<file path="config.mk">
export PLATFORM = sky130hd
export DESIGN_NAME = sram_serial_loader_flat
export DESIGN_NICKNAME = d
export VERILOG_FILES = /design/src/rtl/sram_serial_loader_if.sv /design/src/rtl/sram_serial_loader.sv /design/src/flat_wrapper.sv
export SDC_FILE = /design/constraint.sdc
export NUM_CORES = 1
export LEC_CHECK = 0
export BUFFER_PORTS_ARGS = -buffer_cell sky130_fd_sc_hd__buf_2
export CORE_MARGIN = 2
export CORE_UTILIZATION = 59
export CTS_CLUSTER_DIAMETER = 100
export DETAILED_ROUTE_END_ITERATION = 10
export PLACE_DENSITY_LB_ADDON = 0.08
export SLEW_MARGIN = 25
export SYNTH_ARGS = -nofsm -noshare
export SYNTH_HDL_FRONTEND = slang
export SYNTH_SLANG_ARGS = --single-unit
</file>
<file path="constraint.sdc">
create_clock -name CLK -period 6.59 [get_ports CLK]
set_input_delay 0.9885 -clock CLK [delete_from_list [all_inputs] [get_ports CLK]]
set_output_delay 0.9885 -clock CLK [all_outputs]
set_load 0.01 [all_outputs]
</file>
<file path="src/rtl/sram_serial_loader_if.sv">
// Target SRAM serial bus between the loader (master) and the SRAM macro (slave).
interface sram_serial_loader_if #(
  parameter int unsigned ADDR_W = 14
) ();
  logic [ADDR_W-1:0] tgt_addr;
  logic              tgt_cen;
  logic              tgt_wen;
  logic              tgt_din;
  logic              tgt_dout;
  logic              tgt_pause;
  logic              tgt_ramsel;

  modport master (
    output tgt_addr, tgt_cen, tgt_wen, tgt_din, tgt_pause, tgt_ramsel,
    input  tgt_dout
  );

  modport slave (
    input  tgt_addr, tgt_cen, tgt_wen, tgt_din, tgt_pause, tgt_ramsel,
    output tgt_dout
  );
endinterface

</file>
<file path="src/rtl/sram_serial_loader.sv">
// Serial SRAM loader: copies segmented source memory into a bit-serial target SRAM, then serves row readback.
// Optional running load checksum enabled by defining LOADER_CHECKSUM_EN.
module sram_serial_loader #(
  parameter int unsigned WORD_W  = 32,
  parameter int unsigned ADDR_W  = 14,
  parameter int unsigned N_SEG   = 2,
  parameter int unsigned GAP_CYC = 4,
  localparam int unsigned SEL_W  = (N_SEG > 1) ? $clog2(N_SEG) : 1
) (
  input  logic                    CLK,
  input  logic                    RST,
  input  logic                    start,
  input  logic [N_SEG*ADDR_W-1:0] seg_len,
  input  logic [N_SEG*ADDR_W-1:0] seg_dst,
  output logic [ADDR_W-1:0]       src_addr,
  output logic [SEL_W-1:0]        src_sel,
  input  logic [WORD_W-1:0]       src_data,
  sram_serial_loader_if.master    sram,
  input  logic                    rd_start,
  input  logic [ADDR_W-1:0]       rd_base,
  input  logic [7:0]              rd_rows,
  output logic                    rd_trigger,
  output logic [WORD_W-1:0]       rd_word,
  output logic                    rd_valid,
  output logic                    busy,
  output logic                    done,
  output logic [WORD_W-1:0]       checksum
);

  localparam int unsigned CNT_MAX = (WORD_W > GAP_CYC) ? WORD_W : GAP_CYC;
  localparam int unsigned CNT_W   = $clog2(CNT_MAX + 1);

  localparam logic [3:0] IDLE    = 4'd0;
  localparam logic [3:0] L_ADDR  = 4'd1;
  localparam logic [3:0] L_FETCH = 4'd2;
  localparam logic [3:0] L_SHIFT = 4'd3;
  localparam logic [3:0] L_GAP   = 4'd4;
  localparam logic [3:0] RUN     = 4'd5;
  localparam logic [3:0] R_ADDR  = 4'd6;
  localparam logic [3:0] R_SHIFT = 4'd7;
  localparam logic [3:0] R_GAP   = 4'd8;

  logic [3:0]              state;
  logic [N_SEG*ADDR_W-1:0] len_q, dst_q;
  logic [ADDR_W-1:0]       i_q, base_q, cur_len, cur_dst;
  logic [SEL_W-1:0]        k_q;
  logic [CNT_W-1:0]        cnt;
  logic [WORD_W-1:0]       sr;
  logic [7:0]              rows_q, r_q;
  logic [SEL_W:0]          first_seg, next_seg;
  logic                    fetch_cap, in_load, in_read;

  // Lowest-indexed segment at or above 'from' with a non-zero length; MSB flags "found".
  function automatic logic [SEL_W:0] find_seg(input logic [N_SEG*ADDR_W-1:0] lens,
                                              input int unsigned from);
    logic [SEL_W:0] res;
    int unsigned    s;
    res = '0;
    for (int unsigned j = 0; j < N_SEG; j++) begin
      s = N_SEG - 1 - j;
      if (s >= from && lens[s*ADDR_W +: ADDR_W] != '0) res = {1'b1, SEL_W'(s)};
    end
    return res;
  endfunction

  always_comb begin
    cur_len   = len_q[32'(k_q)*ADDR_W +: ADDR_W];
    cur_dst   = dst_q[32'(k_q)*ADDR_W +: ADDR_W];
    first_seg = find_seg(seg_len, 0);
    next_seg  = find_seg(len_q, 32'(k_q) + 32'd1);
    fetch_cap = (state == L_FETCH) && (cnt == CNT_W'(1));
    in_load   = (state == L_ADDR) || (state == L_FETCH) || (state == L_SHIFT) || (state == L_GAP);
    in_read   = (state == R_ADDR) || (state == R_SHIFT) || (state == R_GAP);
  end

  always_comb begin
    sram.tgt_addr   = in_load ? ADDR_W'(cur_dst + i_q)
                    : in_read ? ADDR_W'(base_q + ADDR_W'(r_q)) : '0;
    sram.tgt_cen    = !((state == L_SHIFT) || (state == R_SHIFT));
    sram.tgt_wen    = in_read;
    sram.tgt_din    = (state == L_SHIFT) && sr[WORD_W-1];
    sram.tgt_pause  = (state != RUN);
    sram.tgt_ramsel = (state != RUN);
    src_addr        = i_q;
    src_sel         = k_q;
    rd_trigger      = (state == R_SHIFT);
    rd_valid        = (state == R_GAP);
    busy            = (state != IDLE) && (state != RUN);
  end

  always_ff @(posedge CLK) begin
    if (RST) begin
      state   <= IDLE;
      len_q   <= '0;
      dst_q   <= '0;
      i_q     <= '0;
      k_q     <= '0;
      cnt     <= '0;
      sr      <= '0;
      base_q  <= '0;
      rows_q  <= '0;
      r_q     <= '0;
      rd_word <= '0;
      done    <= 1'b0;
    end else begin
      done <= 1'b0;
      case (state)
        IDLE: if (start) begin
          len_q <= seg_len;
          dst_q <= seg_dst;
          i_q   <= '0;
          if (first_seg[SEL_W]) begin
            k_q   <= first_seg[SEL_W-1:0];
            state <= L_ADDR;
          end else begin
            state <= RUN;
            done  <= 1'b1;
          end
        end
        L_ADDR: begin
          cnt   <= '0;
          state <= L_FETCH;
        end
        L_FETCH: begin
          if (fetch_cap) begin
            sr    <= src_data;
            cnt   <= '0;
            state <= L_SHIFT;
          end else begin
            cnt <= cnt + 1'b1;
          end
        end
        L_SHIFT: begin
          sr <= {sr[WORD_W-2:0], 1'b0};
          if (cnt == CNT_W'(WORD_W - 1)) begin
            cnt   <= '0;
            state <= L_GAP;
          end else begin
            cnt <= cnt + 1'b1;
          end
        end
        L_GAP: begin
          if (cnt == CNT_W'(GAP_CYC - 1)) begin
            if (i_q == ADDR_W'(cur_len - ADDR_W'(1))) begin
              i_q <= '0;
              if (next_seg[SEL_W]) begin
                k_q   <= next_seg[SEL_W-1:0];
                state <= L_ADDR;
              end else begin
                state <= RUN;
                done  <= 1'b1;
              end
            end else begin
              i_q   <= i_q + 1'b1;
              state <= L_ADDR;
            end
          end else begin
            cnt <= cnt + 1'b1;
          end
        end
        RUN: if (rd_start) begin
          base_q <= rd_base;
          rows_q <= rd_rows;
          r_q    <= '0;
          if (rd_rows == 8'd0) done  <= 1'b1;
          else                 state <= R_ADDR;
        end
        R_ADDR: begin
          cnt   <= '0;
          state <= R_SHIFT;
        end
        R_SHIFT: begin
          rd_word <= {rd_word[WORD_W-2:0], sram.tgt_dout};
          if (cnt == CNT_W'(WORD_W - 1)) state <= R_GAP;
          else                           cnt   <= cnt + 1'b1;
        end
        R_GAP: begin
          if (r_q == rows_q - 8'd1) begin
            state <= RUN;
            done  <= 1'b1;
          end else begin
            r_q   <= r_q + 8'd1;
            state <= R_ADDR;
          end
        end
        default: state <= IDLE;
      endcase
    end
  end

`ifdef LOADER_CHECKSUM_EN
  logic [WORD_W-1:0] csum_q;

  always_ff @(posedge CLK) begin
    if (RST || (state == IDLE && start)) csum_q <= '0;
    else if (fetch_cap)                  csum_q <= csum_q + src_data;
  end

  assign checksum = csum_q;
`else
  assign checksum = '0;
`endif

endmodule

</file>
<file path="src/flat_wrapper.sv">
// flat-port wrapper written by rule: the top's interface ports become plain ports
module sram_serial_loader_flat 
#(
  parameter int unsigned WORD_W  = 32,
  parameter int unsigned ADDR_W  = 14,
  parameter int unsigned N_SEG   = 2,
  parameter int unsigned GAP_CYC = 4,
  localparam int unsigned SEL_W  = (N_SEG > 1) ? $clog2(N_SEG) : 1
)
  (CLK, RST, start, seg_len, seg_dst, src_addr, src_sel, src_data, rd_start, rd_base, rd_rows, rd_trigger, rd_word, rd_valid, busy, done, checksum, sram_tgt_addr, sram_tgt_cen, sram_tgt_wen, sram_tgt_din, sram_tgt_pause, sram_tgt_ramsel, sram_tgt_dout);
  sram_serial_loader_if #(.ADDR_W(ADDR_W)) sram_i ();
  input  logic CLK;
  input  logic RST;
  input  logic start;
  input  logic [N_SEG*ADDR_W-1:0] seg_len;
  input  logic [N_SEG*ADDR_W-1:0] seg_dst;
  output logic [ADDR_W-1:0] src_addr;
  output logic [SEL_W-1:0] src_sel;
  input  logic [WORD_W-1:0] src_data;
  input  logic rd_start;
  input  logic [ADDR_W-1:0] rd_base;
  input  logic [7:0] rd_rows;
  output logic rd_trigger;
  output logic [WORD_W-1:0] rd_word;
  output logic rd_valid;
  output logic busy;
  output logic done;
  output logic [WORD_W-1:0] checksum;
  output wire logic [$bits(sram_i.tgt_addr)-1:0] sram_tgt_addr;
  output wire logic [$bits(sram_i.tgt_cen)-1:0] sram_tgt_cen;
  output wire logic [$bits(sram_i.tgt_wen)-1:0] sram_tgt_wen;
  output wire logic [$bits(sram_i.tgt_din)-1:0] sram_tgt_din;
  output wire logic [$bits(sram_i.tgt_pause)-1:0] sram_tgt_pause;
  output wire logic [$bits(sram_i.tgt_ramsel)-1:0] sram_tgt_ramsel;
  input wire logic [$bits(sram_i.tgt_dout)-1:0] sram_tgt_dout;
  assign sram_tgt_addr = sram_i.tgt_addr;
  assign sram_tgt_cen = sram_i.tgt_cen;
  assign sram_tgt_wen = sram_i.tgt_wen;
  assign sram_tgt_din = sram_i.tgt_din;
  assign sram_tgt_pause = sram_i.tgt_pause;
  assign sram_tgt_ramsel = sram_i.tgt_ramsel;
  assign sram_i.tgt_dout = sram_tgt_dout;
  sram_serial_loader #(.WORD_W(WORD_W), .ADDR_W(ADDR_W), .N_SEG(N_SEG), .GAP_CYC(GAP_CYC)) u_core (.CLK(CLK), .RST(RST), .start(start), .seg_len(seg_len), .seg_dst(seg_dst), .src_addr(src_addr), .src_sel(src_sel), .src_data(src_data), .sram(sram_i), .rd_start(rd_start), .rd_base(rd_base), .rd_rows(rd_rows), .rd_trigger(rd_trigger), .rd_word(rd_word), .rd_valid(rd_valid), .busy(busy), .done(done), .checksum(checksum));
endmodule
</file>
# ---- After elaboration in Yosys (flattened, before gate mapping)
# Cells that the tools add are included.
dict set report totals {
  regBits 176
  output_inout_bits 102
  elab_cells 131
}
dict set report op_classes {
  add_sub_neg 8
  n_mul 1
  magnitude_cmp 2
  eq_ne 27
  shift 2
  mux 47
  n_reduce_logical 32
}
# op n
set ops {}
lappend ops {{$mux 14} 5}
lappend ops {{$ge 1x32->1 const A} 2}
lappend ops {{$pmux 32 s2} 1}
lappend ops {{$reduce_bool 14->1} 4}
lappend ops {{$shiftx 28x6->14} 2}
lappend ops {{$pmux 4 s9} 1}
lappend ops {{$mux 32} 1}
lappend ops {{$pmux 6 s5} 1}
lappend ops {{$mux 4} 7}
lappend ops {{$pmux 14 s2} 1}
lappend ops {{$mux 6} 4}
lappend ops {{$ne 2x2->1 const B} 9}
lappend ops {{$eq 4x3->1 const B} 4}
lappend ops {{$mux 8} 2}
lappend ops {{$pmux 8 s2} 1}
lappend ops {{$add 14x1->14 const B} 1}
lappend ops {{$add 14x14->14} 1}
lappend ops {{$add 14x8->14} 1}
lappend ops {{$eq 14x14->1} 1}
lappend ops {{$sub 14x1->14 const B} 1}
lappend ops {{$mux 1} 13}
lappend ops {{$mux 2} 5}
lappend ops {{$mux 3} 3}
lappend ops {{$reduce_and 3->1} 3}
lappend ops {{28 further kinds} 45}

# ---- Depth between registers and ports, before layout
dict set report depth {
  ltp_word 9
  depth_mapped 15
}

# ---- Worst setup path after synthesis
# No wires, ideal clock.
dict set report synth_timing {
  path_type {register to output}
  startpoint {reg u_core.k_q (netlist: u_core.src_sel)}
  endpoint {out sram_tgt_addr[12]}
  arrival_time_ns 3.421
  setup_slack_ns 2.181
  path_stages_with_launch 14
  n_path_buf 5
  path_cell_list {dfxtp_1 buf_6 buf_2 buf_4 buf_2 clkbuf_1 mux2_2 ha_1 or2_2 a21oi_1 a211oi_1 o32ai_1 xor2_1 o22ai_1}
}
dict set report synth_via {
  elab_chain_cells 4
}
# element line_no
set synth_rtl {}
lappend synth_rtl {{start, declared} sram_serial_loader.sv:46} ;# logic [SEL_W-1:0] k_q;
lappend synth_rtl {{start signal, assigned} sram_serial_loader.sv:113} ;# k_q <= first_seg[SEL_W-1:0];
lappend synth_rtl {{start signal, assigned} sram_serial_loader.sv:147} ;# k_q <= next_seg[SEL_W-1:0];
lappend synth_rtl {{$mul 1x3->4} sram_serial_loader.sv:68} ;# cur_dst = dst_q[32'(k_q)*ADDR_W +: ADDR_W];
lappend synth_rtl {{$shiftx 28x6->14} sram_serial_loader.sv:68}
lappend synth_rtl {{$add 14x14->14} sram_serial_loader.sv:77} ;# sram.tgt_addr = in_load ? ADDR_W'(cur_dst + i_q)
lappend synth_rtl {{$mux 14} sram_serial_loader.sv:77}
lappend synth_rtl {{end, declared} flat_wrapper.sv:29} ;# output wire logic [$bits(sram_i.tgt_addr)-1:0] sram_tgt_addr;
# Every way passes these cells.

# ---- Worst setup path after layout
# Ends and elaborated chain as after synthesis.

==> flow_results.org <==
** Status
- Run status :: finished clean

** Critical path
- Together, buffers and inverters on the worst path number 2.
- Data on the critical path arrives at its endpoint at 3940 ps.
- Worst Path Required :: 5600 ps
- Highest net fanout along the worst path :: 46
- Grouping stages by cell kind, the critical path spends the most delay in compound AO/OA/AOI/OAI gates.
- For this design, the slowest cell found on the critical path is dfxtp_2.
- Critical path endpoint category :: output pin
- Crit start category :: register
- CP Class :: reg -> out
- Cells along the critical path :: mux2_2 > ha_1 > inv_1 > fa_1 > nor2b_1 > o21a_1 > o21ai_0 > a211oi_1 > o32ai_1 > xor2_1 > o22ai_1 > buf_2
- Peak per-stage delay on the critical path :: 1040 ps

** Routing
- Dividing the detail-routed wire length by the instance count gives 14.8 um.
- The detailed router finished its first iteration with 465 violations.
- DRC :: 0
- Routed vias/inst :: 5.55
- Detailed routing inserted a total of 8735 vias.
- The pre-antenna-repair detailed-routing pass consisted of 5 iterations.
- Once detail routing completed, the nets flagged for antenna violations numbered 0.
- Total routed wirelength :: 23300 um

** Die
- The die covers 17000 um2.
- Die Wd :: 130 um
- The region available for standard cell placement spans 15700 um2.
- Pin placement for this block handled 217 I/O pins.
- Starting utilization of the core area :: 59.8%
- The floorplan step set the die height to 130 um.
- Cell Rows :: 46

** Global routing
- Number of global-route vias before repair :: 7655
- Global routing finished with a remaining overflow of 0.
- Entering global routing, the biggest net connects 85 pins.
- First-pass GRT wire length :: 36600 um
- Initial antenna violation count :: 0
- Total routing usage reported by global routing :: 26.9%

** Placed design
- Once placement finished, the instance area stood at 10300 um2.
- RD Place Congestion :: 0.891
- Port Buf Inserts :: 184
- The HPWL after detailed placement is 16600 um.
- Worst slack after detailed placement :: 2140 ps

** Synthesis
- Cell count after synthesis :: 1208
- By count the netlist is led by nand2_1 (277), dfxtp_1 (176), a21oi_1 (160).
- Most common flop cell mapped by yosys :: dfxtp_1
- Total number of yosys warnings :: 0
- Biggest area contributors in the synthesized netlist :: dfxtp_1 (37%), nand2_1 (11%), a21oi_1 (8.5%)
- Fraction of registers with async set or reset after synthesis :: 0%
- After synthesis the cells add up to 9400 um2.
- Of the synthesized area, sequential elements account for 37.5%.
- Number of enable-type register cells in the synthesized netlist :: 0
- Most common cell in the netlist :: nand2_1
- A synthesized cell averages 7.78 um2.
- Number of library cell types mapped by synthesis :: 72
- After synthesis the netlist holds a flip-flop and latch count of 176.
- The synthesized design spends more area on one cell type than any other, namely dfxtp_1.
- Of the post-synthesis cell area, the dominant cell type holds 37.5%.

** Pwr
- For this design the static power due to leakage is 4.36 nW.
- Pwr/cell area :: 313 nW/um2
- Maximum ir drop on the vdd rail :: 0.197 mV

** Clock tree
- Hold buffers post-CTS :: 0
- CTS max path bufs :: 2
- Clock-pin slew was measured on the worst setup and hold paths at 70 ps.
- In this run the post-CTS setup repair buffer count came out at 0.
- CTS saw 176 sinks.
- CTS-repair resized insts :: 0
- At the later pin of the worst-skew pair, clock insertion delay measures 430 ps.
- Buffer cell driving the clock tree root :: clkbuf_16
- Clock tree synthesis inserted a total of 17 buffers.
- CTS HTree Levels :: 4
- TritonCTS built the clock tree.

** Run
- Number of max-cap violations :: 0

** STA
- Of the available clock period, the critical path in the final layout requires 74.7%.
- Headroom to the max-slew limit came out at 28.5%.
- Final Hold Viols :: 0
- For the final routed database, the setup TNS stands at 0 ps.
- Max Freq :: 0.203 GHz
- The max-slew violation count came to 0.
- Worst Tran Pin Value :: 1070 ps
- The worst path needs 4930 ps of the cycle, external delays included.
- On the final layout, the worst clock skew is 6.80 ps.
- Final-layout worst hold slack :: 455 ps
- Setup repair after global routing left no endpoint under its margin.
- Setup slack closes at 1660 ps.
- Setup violations remaining at the end of the flow were counted as 0.

** Cells and area
- After routing the design area is 10800 um2.
- Compared with the post-synthesis result, the final layout area differs by 15.1%.
- Sequential cell area :: 3520 um2
- In the final layout, the multi-input gates occupy 5400 um2.
- Fraction of final layout cells with drive strength greater than 1 :: 18.3%
- Post-layout util :: 68.9%
- The number of antenna diodes in the final layout is 0.
- The filler cells instantiated in the layout total 1406.
- In the final design database the tool counted 1489 nets.

** Min path
- The worst hold path belongs to the class reg -> reg.
worst paths after layout:
path / startpoint / slack [ps] / depth (start not counted) / endpoint
worst min-delay path: u_core.dst_q[13] / 460 / 2 / u_core.dst_q[13]
worst max-delay path: u_core.src_sel / 1660 / 12 / sram_tgt_addr[12]
worst min register to register: u_core.dst_q[13] / 460 / 2 / u_core.dst_q[13]
worst max register to register: u_core.src_sel / 2530 / 9 / u_core.state[2]
kinds of logic (layout without fill, tap and decap cells):
logic type | after synthesis | after routing | synth area share, %
buf+inv | 126 | 245 | 6.52
mux | 33 | 33 | 3.70
compound gates | 267 | 267 | 17.1
fa+ha+maj | 29 | 29 | 4.02
xor+xnor | 75 | 75 | 7.13
simple gates | 501 | 501 | 24.1
other cells | 1 | 32 | 0.0399
flops | 176 | 176 | 37.5
registers in the layout, indices dropped and copies added, names as in the netlist, 4 cells and up:
register	cells
u_core.rd_word	32
u_core.sr	32
u_core.dst_q	28
u_core.len_q	28
u_core.base_q	14
u_core.src_addr	14
u_core.r_q	8
u_core.rows_q	8
u_core.cnt	6
u_core.state	4
report_power, final:
group / switching, mW / internal (mW) / leakage (nW) / total, mW
registers: 0.146 / 1.19 / 1.43 / 1.34
logic: 0.636 / 0.443 / 2.66 / 1.08
clock network: 0.474 / 0.502 / 0.279 / 0.976
layout by cell type (no fill, tap or decap), types with 4 or more instances in the layout:
| master | netlist | layout |
|---|---|---|
| inv_8 | 0 | 4 |
| o22ai_1 | 11 | 11 |
| nor4_1 | 39 | 38 |
| a21oi_1 | 160 | 160 |
| mux2i_1 | 19 | 19 |
| a22oi_1 | 21 | 21 |
| ha_1 | 27 | 27 |
| nor2b_1 | 4 | 4 |
| nand2b_1 | 5 | 5 |
| and3_1 | 9 | 9 |
| and2_1 | 3 | 4 |
| xor2_1 | 28 | 28 |
| mux2_2 | 14 | 14 |
| buf_2 | 4 | 183 |
| conb_1 | 1 | 32 |
| nand4_1 | 9 | 9 |
| nor3_1 | 31 | 31 |
| inv_1 | 20 | 20 |
| nor3b_1 | 5 | 5 |
| clkbuf_16 | 0 | 17 |
| a21o_1 | 7 | 7 |
| a211oi_1 | 6 | 6 |
| nor2_1 | 74 | 73 |
| o21bai_1 | 4 | 4 |
| buf_4 | 34 | 9 |
| clkinv_4 | 0 | 4 |
| nand3b_1 | 5 | 5 |
| xnor2_1 | 46 | 46 |
| a31oi_1 | 8 | 8 |
| o21ai_0 | 11 | 11 |
| nand3_1 | 19 | 19 |
| nand2_1 | 277 | 277 |
| dfxtp_1 | 176 | 175 |
| inv_6 | 0 | 4 |
| or3_1 | 4 | 4 |
worst min-delay path, stage by stage (launching register included):
cell and delay (ps):
dfxtp_1 310, nand2_1 50, a21oi_1 50
through the flow:
stage / std cells / power (mW)
final: 1574 / 3.39
after global routing: 1574 / 3.58
after CTS: 1574 / 3.40
after detailed placement: 1542 / 2.43
after global placement: 1542 / 2.41
after floorplan: 1239 / 2.17
per-layer routing:
metal	GRT usage (%)	wire length, um	vias up
li1	-	-	4406
met1	34.3	10100	4037
met2	45.7	11300	263
met3	5.95	1410	29
met4	7.84	386	0
met5	0	0	-
cell type report:
cell class / count / share of cell area [%]
Timing Repair Buffer: 192 / 9.09
Inverter: 21 / 0.728
Multi-Input combinational cell: 937 / 49.9
Clock buffer: 17 / 3.93
Sequential cell: 176 / 32.6
Tap cell: 216 / 2.50
Clock inverter: 15 / 1.33
Note: power is estimated with default switching activity, not from simulation.
